`config.mk`:
```
export PLATFORM = sky130hd
export DESIGN_NAME = inst_decoder
export DESIGN_NICKNAME = d
export VERILOG_FILES = /design/src/rtl/inst_decoder.sv
export SDC_FILE = /design/constraint.sdc
export NUM_CORES = 1
export LEC_CHECK = 0
export ABC_CLOCK_PERIOD_IN_PS = 9800
export CORE_ASPECT_RATIO = 1.1
export CORE_UTILIZATION = 37
export DETAILED_ROUTE_END_ITERATION = 7
export GPL_TIMING_DRIVEN = 0
export PLACE_DENSITY = 0.8
export SLEW_MARGIN = 5
export SYNTH_ARGS = -nofsm -noshare
export SYNTH_HDL_FRONTEND = slang
export SYNTH_SLANG_ARGS = --single-unit
```
`constraint.sdc`:
```
create_clock -name clk -period 9.8 [get_ports clk]
set_input_delay 1.96 -clock clk [delete_from_list [all_inputs] [get_ports clk]]
set_output_delay 1.96 -clock clk [all_outputs]
set_load 0.05 [all_outputs]
```
`src/rtl/inst_decoder.sv`:
```
// Instruction-word decoder: registers the 17-bit host word, splits it into
// per-unit strobes, enforces protocol rules and tracks the operating phase.

module mem_strobe_dec (
  input  logic rd,
  input  logic wr,
  input  logic kill_rd,
  input  logic kill_wr,
  output logic rd_ok,
  output logic wr_ok,
  output logic clash
);
  always_comb begin
    clash = rd & wr;
    rd_ok = rd & ~clash & ~kill_rd;
    wr_ok = wr & ~clash & ~kill_wr;
  end
endmodule

module inst_decoder #(
  parameter int col     = 8,
  parameter int addr_bw = 4,
  parameter int inst_bw = 17
) (
  input  logic               clk,
  input  logic               reset,
  input  logic [inst_bw-1:0] inst,
  input  logic               ofifo_valid,
  output logic               q_rd,
  output logic               q_wr,
  output logic               k_rd,
  output logic               k_wr,
  output logic               p_rd,
  output logic               p_wr,
  output logic [addr_bw-1:0] qk_addr,
  output logic [addr_bw-1:0] p_addr,
  output logic               l0_load,
  output logic               mac_exec,
  output logic               ofifo_rd,
  output logic [2:0]         phase,
  output logic               k_loaded,
  output logic [3:0]         exec_cnt,
  output logic               err,
  output logic [2:0]         err_code
);
  localparam int NUM_MEM = 3;  // 0:P 1:K 2:Q
  localparam int CW = $clog2(col + 1);
  localparam logic [CW-1:0] COL_V = CW'(col);

  typedef enum logic [2:0] {
    PH_IDLE, PH_QWR, PH_KWR, PH_KLOAD, PH_EXEC, PH_DRAIN, PH_PRD
  } phase_e;

  typedef struct packed {
    logic               ofifo_rd;
    logic [addr_bw-1:0] qk_add;
    logic [addr_bw-1:0] p_add;
    logic               execute;
    logic               load;
    logic [NUM_MEM-1:0] rd;
    logic [NUM_MEM-1:0] wr;
  } word_t;

  word_t              w;
  logic [NUM_MEM-1:0] kill_rd, kill_wr, rd_ok, wr_ok, clash;
  logic               e1, e2, e3, e4;
  logic               ld_ok, ex_ok, ofr_ok, rise, k_inc;
  logic [CW-1:0]      cnt_q, cnt_base, cnt_nx;
  logic               k_loaded_nx;
  logic [3:0]         exec_base, exec_nx;
  logic [2:0]         code_nx;
  phase_e             phase_nx;

  always_comb begin
    w.ofifo_rd = inst[16];
    w.qk_add   = inst[12 +: addr_bw];
    w.p_add    = inst[8 +: addr_bw];
    w.execute  = inst[7];
    w.load     = inst[6];
    w.rd       = {inst[5], inst[3], inst[1]};
    w.wr       = {inst[4], inst[2], inst[0]};
  end

  genvar m;
  generate
    for (m = 0; m < NUM_MEM; m++) begin : g_mem
      mem_strobe_dec u_dec (
        .rd      (w.rd[m]),
        .wr      (w.wr[m]),
        .kill_rd (kill_rd[m]),
        .kill_wr (kill_wr[m]),
        .rd_ok   (rd_ok[m]),
        .wr_ok   (wr_ok[m]),
        .clash   (clash[m])
      );
    end
  endgenerate

  always_comb begin
    e4     = w.load & w.execute;
    e3     = w.ofifo_rd & ~ofifo_valid;
    e1     = |clash;
    ld_ok  = w.load & ~e4;
    rise   = ld_ok & ~l0_load;
    // K row counts only when both load and an unclashed kmem_rd are accepted
    k_inc  = ld_ok & w.rd[1] & ~w.wr[1];

    cnt_base = rise ? '0 : cnt_q;
    cnt_nx   = cnt_base;
    if (k_inc && cnt_base < COL_V) cnt_nx = cnt_base + CW'(1);
    k_loaded_nx = (cnt_nx == COL_V);

    e2     = w.execute & ~k_loaded_nx;
    ex_ok  = w.execute & ~e2 & ~e4;
    ofr_ok = w.ofifo_rd & ~e3;

    exec_base = rise ? 4'd0 : exec_cnt;
    exec_nx   = exec_base;
    if (ex_ok && exec_base != 4'd15) exec_nx = exec_base + 4'd1;

    kill_rd = {e2 | e4, e4, 1'b0};
    kill_wr = {1'b0, 1'b0, e3};

    code_nx = e1 ? 3'd1 : e2 ? 3'd2 : e3 ? 3'd3 : 3'd4;

    phase_nx = PH_IDLE;
    if (ex_ok)                 phase_nx = PH_EXEC;
    else if (ld_ok)            phase_nx = PH_KLOAD;
    else if (ofr_ok | wr_ok[0]) phase_nx = PH_DRAIN;
    else if (rd_ok[0])         phase_nx = PH_PRD;
    else if (wr_ok[2])         phase_nx = PH_QWR;
    else if (wr_ok[1])         phase_nx = PH_KWR;
  end

  always_ff @(posedge clk) begin
    if (!reset) begin
      q_rd     <= 1'b0;
      q_wr     <= 1'b0;
      k_rd     <= 1'b0;
      k_wr     <= 1'b0;
      p_rd     <= 1'b0;
      p_wr     <= 1'b0;
      qk_addr  <= '0;
      p_addr   <= '0;
      l0_load  <= 1'b0;
      mac_exec <= 1'b0;
      ofifo_rd <= 1'b0;
      phase    <= PH_IDLE;
      cnt_q    <= '0;
      k_loaded <= 1'b0;
      exec_cnt <= 4'd0;
      err      <= 1'b0;
      err_code <= 3'd0;
    end else begin
      q_rd     <= rd_ok[2];
      q_wr     <= wr_ok[2];
      k_rd     <= rd_ok[1];
      k_wr     <= wr_ok[1];
      p_rd     <= rd_ok[0];
      p_wr     <= wr_ok[0];
      qk_addr  <= w.qk_add;
      p_addr   <= w.p_add;
      l0_load  <= ld_ok;
      mac_exec <= ex_ok;
      ofifo_rd <= ofr_ok;
      phase    <= phase_nx;
      cnt_q    <= cnt_nx;
      k_loaded <= k_loaded_nx;
      exec_cnt <= exec_nx;
      // only the first error is latched; later ones leave the code alone
      if (!err && (e1 | e2 | e3 | e4)) begin
        err      <= 1'b1;
        err_code <= code_nx;
      end
    end
  end
endmodule

```
After elaboration in Yosys (flattened, before gate mapping)
Index checks and enable logic that the tools add are counted.
- div/mod/pow operators: 0
- reductions and logical operators: 6
- $lt $le $gt $ge: 1
- muxes and demuxes: 13
- add/sub/neg operators: 2
- eq/ne operators: 2
- $mul: 0
- bitwise logic cells: 39
- shift operators: 0
- operator list (kind ; count):
    1-bit bitwise AND ; 22
    3-bit 2-to-1 mux ; 7
    4-bit 2-to-1 mux ; 4
    1-bit inverter ; 12
    4-bit by 1-bit adder with 4-bit output (second input constant) ; 2
    1-bit bitwise OR ; 5
    4-bit == test (second input constant) ; 1
    4-bit less-than comparator (second input constant) ; 1
    2-bit 2-to-1 mux ; 2
    4-bit != test (second input constant) ; 1
    1-bit logical AND ; 3
    3-bit OR reduction ; 1
    2-bit OR reduction ; 1
    1-bit zero test ; 1
- output and inout bits: 29
- memory bits (read-only): 0
- latch bits: 0
- flip-flop bits (word level): 33
- RAM bits: 0
- input bits: 20
- memories kept: 0
- logic and storage cells: 81

Depth between registers and ports, before layout
- word-level depth: 16
- gate-level depth with buffers: 10
- mapped depth without buffers: 8

Cells and area by module
From an unflattened synthesis, not the netlist that was laid out.
- cells, all modules: 148
- area total of the unflattened synthesis: 1422.6 µm²
- by module, submodules not included (module ; area each (µm²) ; cells each ; instances ; sequential area each (µm²)):
    inst_decoder ; 1325.0 ; 139 ; 1 ; 660.6
    mem_strobe_dec ; 32.5 ; 3 ; 3 ; 0.0

Worst setup path after synthesis
OpenSTA, ideal clock, no wires.
- path kind: input to register
- start: input port inst[7]
- end: register exec_cnt[2]
- library setup time: 0.115 ns
- path slack: 5.373 ns
- buffers on the path: 1
- stages on the path: 9
- arrival time: 4.311 ns
- required time: 9.685 ns
- path through: or3b_2 > clkbuf_1 > and2_1 > ha_1 > and4bb_2 > nand3_1 > a32o_1 > or4_1 > and3_1
- longest elaborated chain between the ends: 16
- elaborated cells between the ends (all ways): 22
- classes of those cells: 2 x add/sub; 1 x order compare; 2 x eq/ne; 4 x mux; 11 x bitwise; 2 x reduce/logical
- ends and longest elaborated chain (element ; line ; RTL):
    from (decl) ; 27 ; input logic [inst_bw-1:0] inst,
    1-bit bitwise AND ; 100 ; e4 = w.load & w.execute;
    1-bit inverter ; 103, 114 ;
    1-bit bitwise AND ; 103 ; ld_ok = w.load & ~e4;
    1-bit bitwise AND ; 104 ; rise = ld_ok & ~l0_load;
    4-bit 2-to-1 mux ; 108 ; cnt_base = rise ? '0 : cnt_q;
    4-bit less-than comparator ; 110 ; if (k_inc && cnt_base < COL_V) cnt_nx = cnt_base + CW'(1);
    1-bit logical AND ; 110 ;
    4-bit 2-to-1 mux ; 110 ;
    4-bit == test ; 111 ; k_loaded_nx = (cnt_nx == COL_V);
    1-bit inverter ; 113 ; e2 = w.execute & ~k_loaded_nx;
    1-bit bitwise AND ; 113 ;
    1-bit inverter ; 114 ; ex_ok = w.execute & ~e2 & ~e4;
    1-bit bitwise AND (2 in a row) ; 114 ;
    1-bit logical AND ; 119 ; if (ex_ok && exec_base != 4'd15) exec_nx = exec_base + 4'd1;
    4-bit 2-to-1 mux (*) ; 119 ;
    to (signal assigned) ; 169 ; exec_cnt <= exec_nx;
    to (decl) ; 42 ; output logic [3:0] exec_cnt,
Every way passes the cells marked *; elsewhere a longest branch is shown, timed or not.
A chain may end at the register's enable or synchronous reset.

Worst setup path in the final report
Ends and elaborated chain as after synthesis.

==> flow_metrics.env <==
export IMPL_relSlewSlack=0.544
export IMPL_grt_ovfl_total=0
export IMPL_ant_nets=0
export IMPL_grt_antenna_before_repair=0
export IMPL_max_freq_mhz=206
export IMPL_cts_hold_buf=0
export IMPL_worstPathCellList="clkdlybuf4s50_1 -> or3b_2 -> clkbuf_1 -> and2_1 -> ha_1 -> and4bb_2 -> nand3_1 -> a32o_1 -> or4_1 -> and3_1"
export IMPL_clock_latency_ns=0.28
export IMPL_synth_main_ff_cell="dfxtp_1"
export IMPL_area_growth_pct=46.7
export IMPL_cts_sinks=33
export IMPL_r2r_cells=9
export IMPL_grt_pass1_wl_mm=5.18
export IMPL_worstSetupPathType="in2reg"
export IMPL_die_area_um2=4070
export IMPL_ctsResizeCount=0
export IMPL_irDropWorstVdd_v=0.000110
export IMPL_dpl_worst_slack_ns=4.67
export IMPL_yosysMostFrequentCell="dfxtp_1"
export IMPL_postLayoutSetupSlackWorst_ns=4.95
export IMPL_cts_setup_buffers=0
export IMPL_crit_path_start_kind="input port"
export IMPL_syn_area_um2=1410
export IMPL_dieHeight_um=66.8
export IMPL_vias_per_cell=5.06
export IMPL_synthTopCellsByCount="dfxtp_1 (33), nand2_1 (16), and2_1 (14)"
export IMPL_powerDensity_nw_per_um2=158
export IMPL_n_antenna_cell=0
export IMPL_drt_pass1_iter_count=4
export IMPL_p_leak_nw=0.780
export IMPL_finalCritPeriodShare=0.495
export IMPL_path_buf_inv=2
export IMPL_tightest_slew_ns=0.684
export IMPL_worstPathArrival_ns=5.02
export IMPL_crit_family="simple AND/OR/NAND/NOR gates"
export IMPL_io_pins=49
export IMPL_crit_start="inst[7]"
export IMPL_finalClockSkew_ns=0.00340
export IMPL_cpMaxStageDelayCell="clkdlybuf4s50_1"
export IMPL_fin_nets=233
export IMPL_gp_congestion=0.799
export IMPL_grtUsageTotal=0.177
export IMPL_cts_root_buffer="clkbuf_8"
export IMPL_synth_edf_count=0
export IMPL_wl_mm=3.28
export IMPL_drc=0
export IMPL_r2r_end="exec_cnt[2]"
export IMPL_drive_above_1_share=0.0613
export IMPL_hpwlAfterDp_mm=2.42
export IMPL_drtIter0Drc=42
export IMPL_synth_seq_area_share=0.468
export IMPL_yosysWarnings=0
export IMPL_yosysUniqueCellTypes=43
export IMPL_numCtsBuffers=5
export IMPL_period_minus_slack_ns=4.85
export IMPL_rsz0062_at_grt="false"
export IMPL_ys_async_sr_fraction=0
export IMPL_initial_core_util=0.387
export IMPL_cts_max_level=2
export IMPL_synth_avg_cell_area_um2=9.06
export IMPL_setup_viol=0
export IMPL_core_um2=3650
export IMPL_cts_tree="done"
export IMPL_cp_depth=10
export IMPL_vias=1326
export IMPL_cp_slowest_stage_delay_ns=0.50
export IMPL_ys_top_cells_by_area="dfxtp_1 (47%), and2_1 (6.2%), nand2_1 (4.3%)"
export IMPL_cap_violations=0
export IMPL_slew_violations=0
export IMPL_portBuffers=48
export IMPL_final_hold_violation_count=0
export IMPL_r2r_slack_ns=6.79
export IMPL_ys_ff_latch=33
export IMPL_finalSetupTns_ns=0
export IMPL_cts_buffer_depth=2
export IMPL_clk_transition_reported_paths_ns=0.07
export IMPL_cp_required_ns=9.98
export IMPL_wl_per_cell_um=12.5
export IMPL_synth_top_area_share=0.468
export IMPL_die_w_um=60.9
export IMPL_endpoint_kind="register"
export IMPL_endpoint="exec_cnt[2]"
export IMPL_status="completed"
export IMPL_synth_cells=156
export IMPL_hp_class="reg2reg"
export IMPL_num_rows=23
export IMPL_r2r_start="l0_load"
export IMPL_syn_nets=178
export IMPL_yosys_area_top_type="dfxtp_1"
export IMPL_grt_max_degree=11
export IMPL_grt_pass1_vias=1202
export IMPL_cp_max_fo=7
-- final cells by class --
class | count | area [µm²]
timing repair buffer | 48 | 480
inverter | 4 | 15.0
multi-input combinational | 111 | 699
fill | 326 | 1580
sequential | 33 | 661
tap | 50 | 62.6
clock inverter | 1 | 30.0
clock buffer | 7 | 86.3
buffer | 8 | 37.5
-- cells by family (layout without fill, tap and decap cells) --
kind of cell / Yosys count / in the layout / synth area share
AND/OR/NAND/NOR: 72 / 72 / 0.294
XOR/XNOR: 2 / 2 / 0.0124
buffers and inverters: 12 / 68 / 0.0372
flip-flops: 33 / 33 / 0.468
adder cells (fa/ha/maj): 2 / 2 / 0.0177
AO/OA/AOI/OAI: 34 / 34 / 0.164
multiplexers: 1 / 1 / 0.00709
-- worst register-to-register path, stage by stage (launching register included) --
cell	delay, ns
dfxtp_1	0.38
or3b_2	0.46
clkbuf_1	0.19
and2_1	0.21
ha_1	0.32
and4bb_2	0.29
nand3_1	0.07
a32o_1	0.31
or4_1	0.50
and3_1	0.19
-- placed cells by master, fill, tap and decap left out, types with 2 or more instances in the layout --
cell	Yosys	final
clkbuf_8	0	6
o21ai_0	10	10
nor3b_1	2	2
nand2_1	16	16
and3_1	3	3
clkdlybuf4s50_1	0	48
a31oi_1	3	3
inv_1	4	4
clkbuf_1	7	8
dfxtp_1	33	33
o21a_1	2	2
nand2b_1	6	6
nor2_1	8	8
a21oi_1	7	7
and2_1	14	14
nor3_1	5	5
ha_1	2	2
nand3_1	4	4
nor2b_1	2	2
xnor2_1	2	2
nand3b_1	2	2
-- worst min path at each step --
stage | startpoint | to | slack, ns | depth (start not counted)
after floorplan | cnt_q[3] | cnt_q[3] | 0.52 | 2
after global placement | err_code[1] | err_code[1] | 0.48 | 2
after detailed placement | err_code[1] | err_code[1] | 0.48 | 2
after CTS | err_code[1] | err_code[1] | 0.50 | 2
after global routing | err_code[1] | err_code[1] | 0.53 | 2
final | err_code[1] | err_code[1] | 0.50 | 2
-- state kept, by name (all words and copies together), names as in the netlist --
name and count:
cnt_q 4, err 1, err_code 3, exec_cnt 4
k_loaded 1, k_rd 1, k_wr 1, l0_load 1
mac_exec 1, ofifo_rd 1, p_addr 4, p_rd 1
p_wr 1, phase 3, q_rd 1, q_wr 1
qk_addr 4
-- power by group --
group	total [mW]	leakage [nW]	internal, mW	switching [mW]
Combinational	0.0552	0.451	0.0222	0.0330
Clock	0.131	0.0585	0.0828	0.0483
Sequential	0.142	0.271	0.139	0.00224
Total	0.328	0.780	0.244	0.0835
-- metal layers --
layer / GRT usage / wire [µm] / share of wire
met1: 0.200 / 1450 / 0.44
met2: 0.280 / 1610 / 0.49
met3: 0.0641 / 177 / 0.054
met4: 0.105 / 47 / 0.014
met5: 0 / 0 / 0
-- metrics by stage --
step / cell area (µm²) / instances / hold WS, ns / power, mW / utilization
finish: 2070 / 262 / 0.496 / 0.328 / 0.567
global route: 2070 / 262 / 0.525 / 0.342 / 0.567
CTS: 2070 / 262 / 0.502 / 0.331 / 0.567
detailed placement: 1960 / 254 / 0.483 / 0.200 / 0.535
global placement: 1960 / 254 / 0.483 / 0.199 / 0.535
floorplan: 1410 / 156 / 0.518 / 0.177 / -
Note: power is estimated with default switching activity, not from simulation.
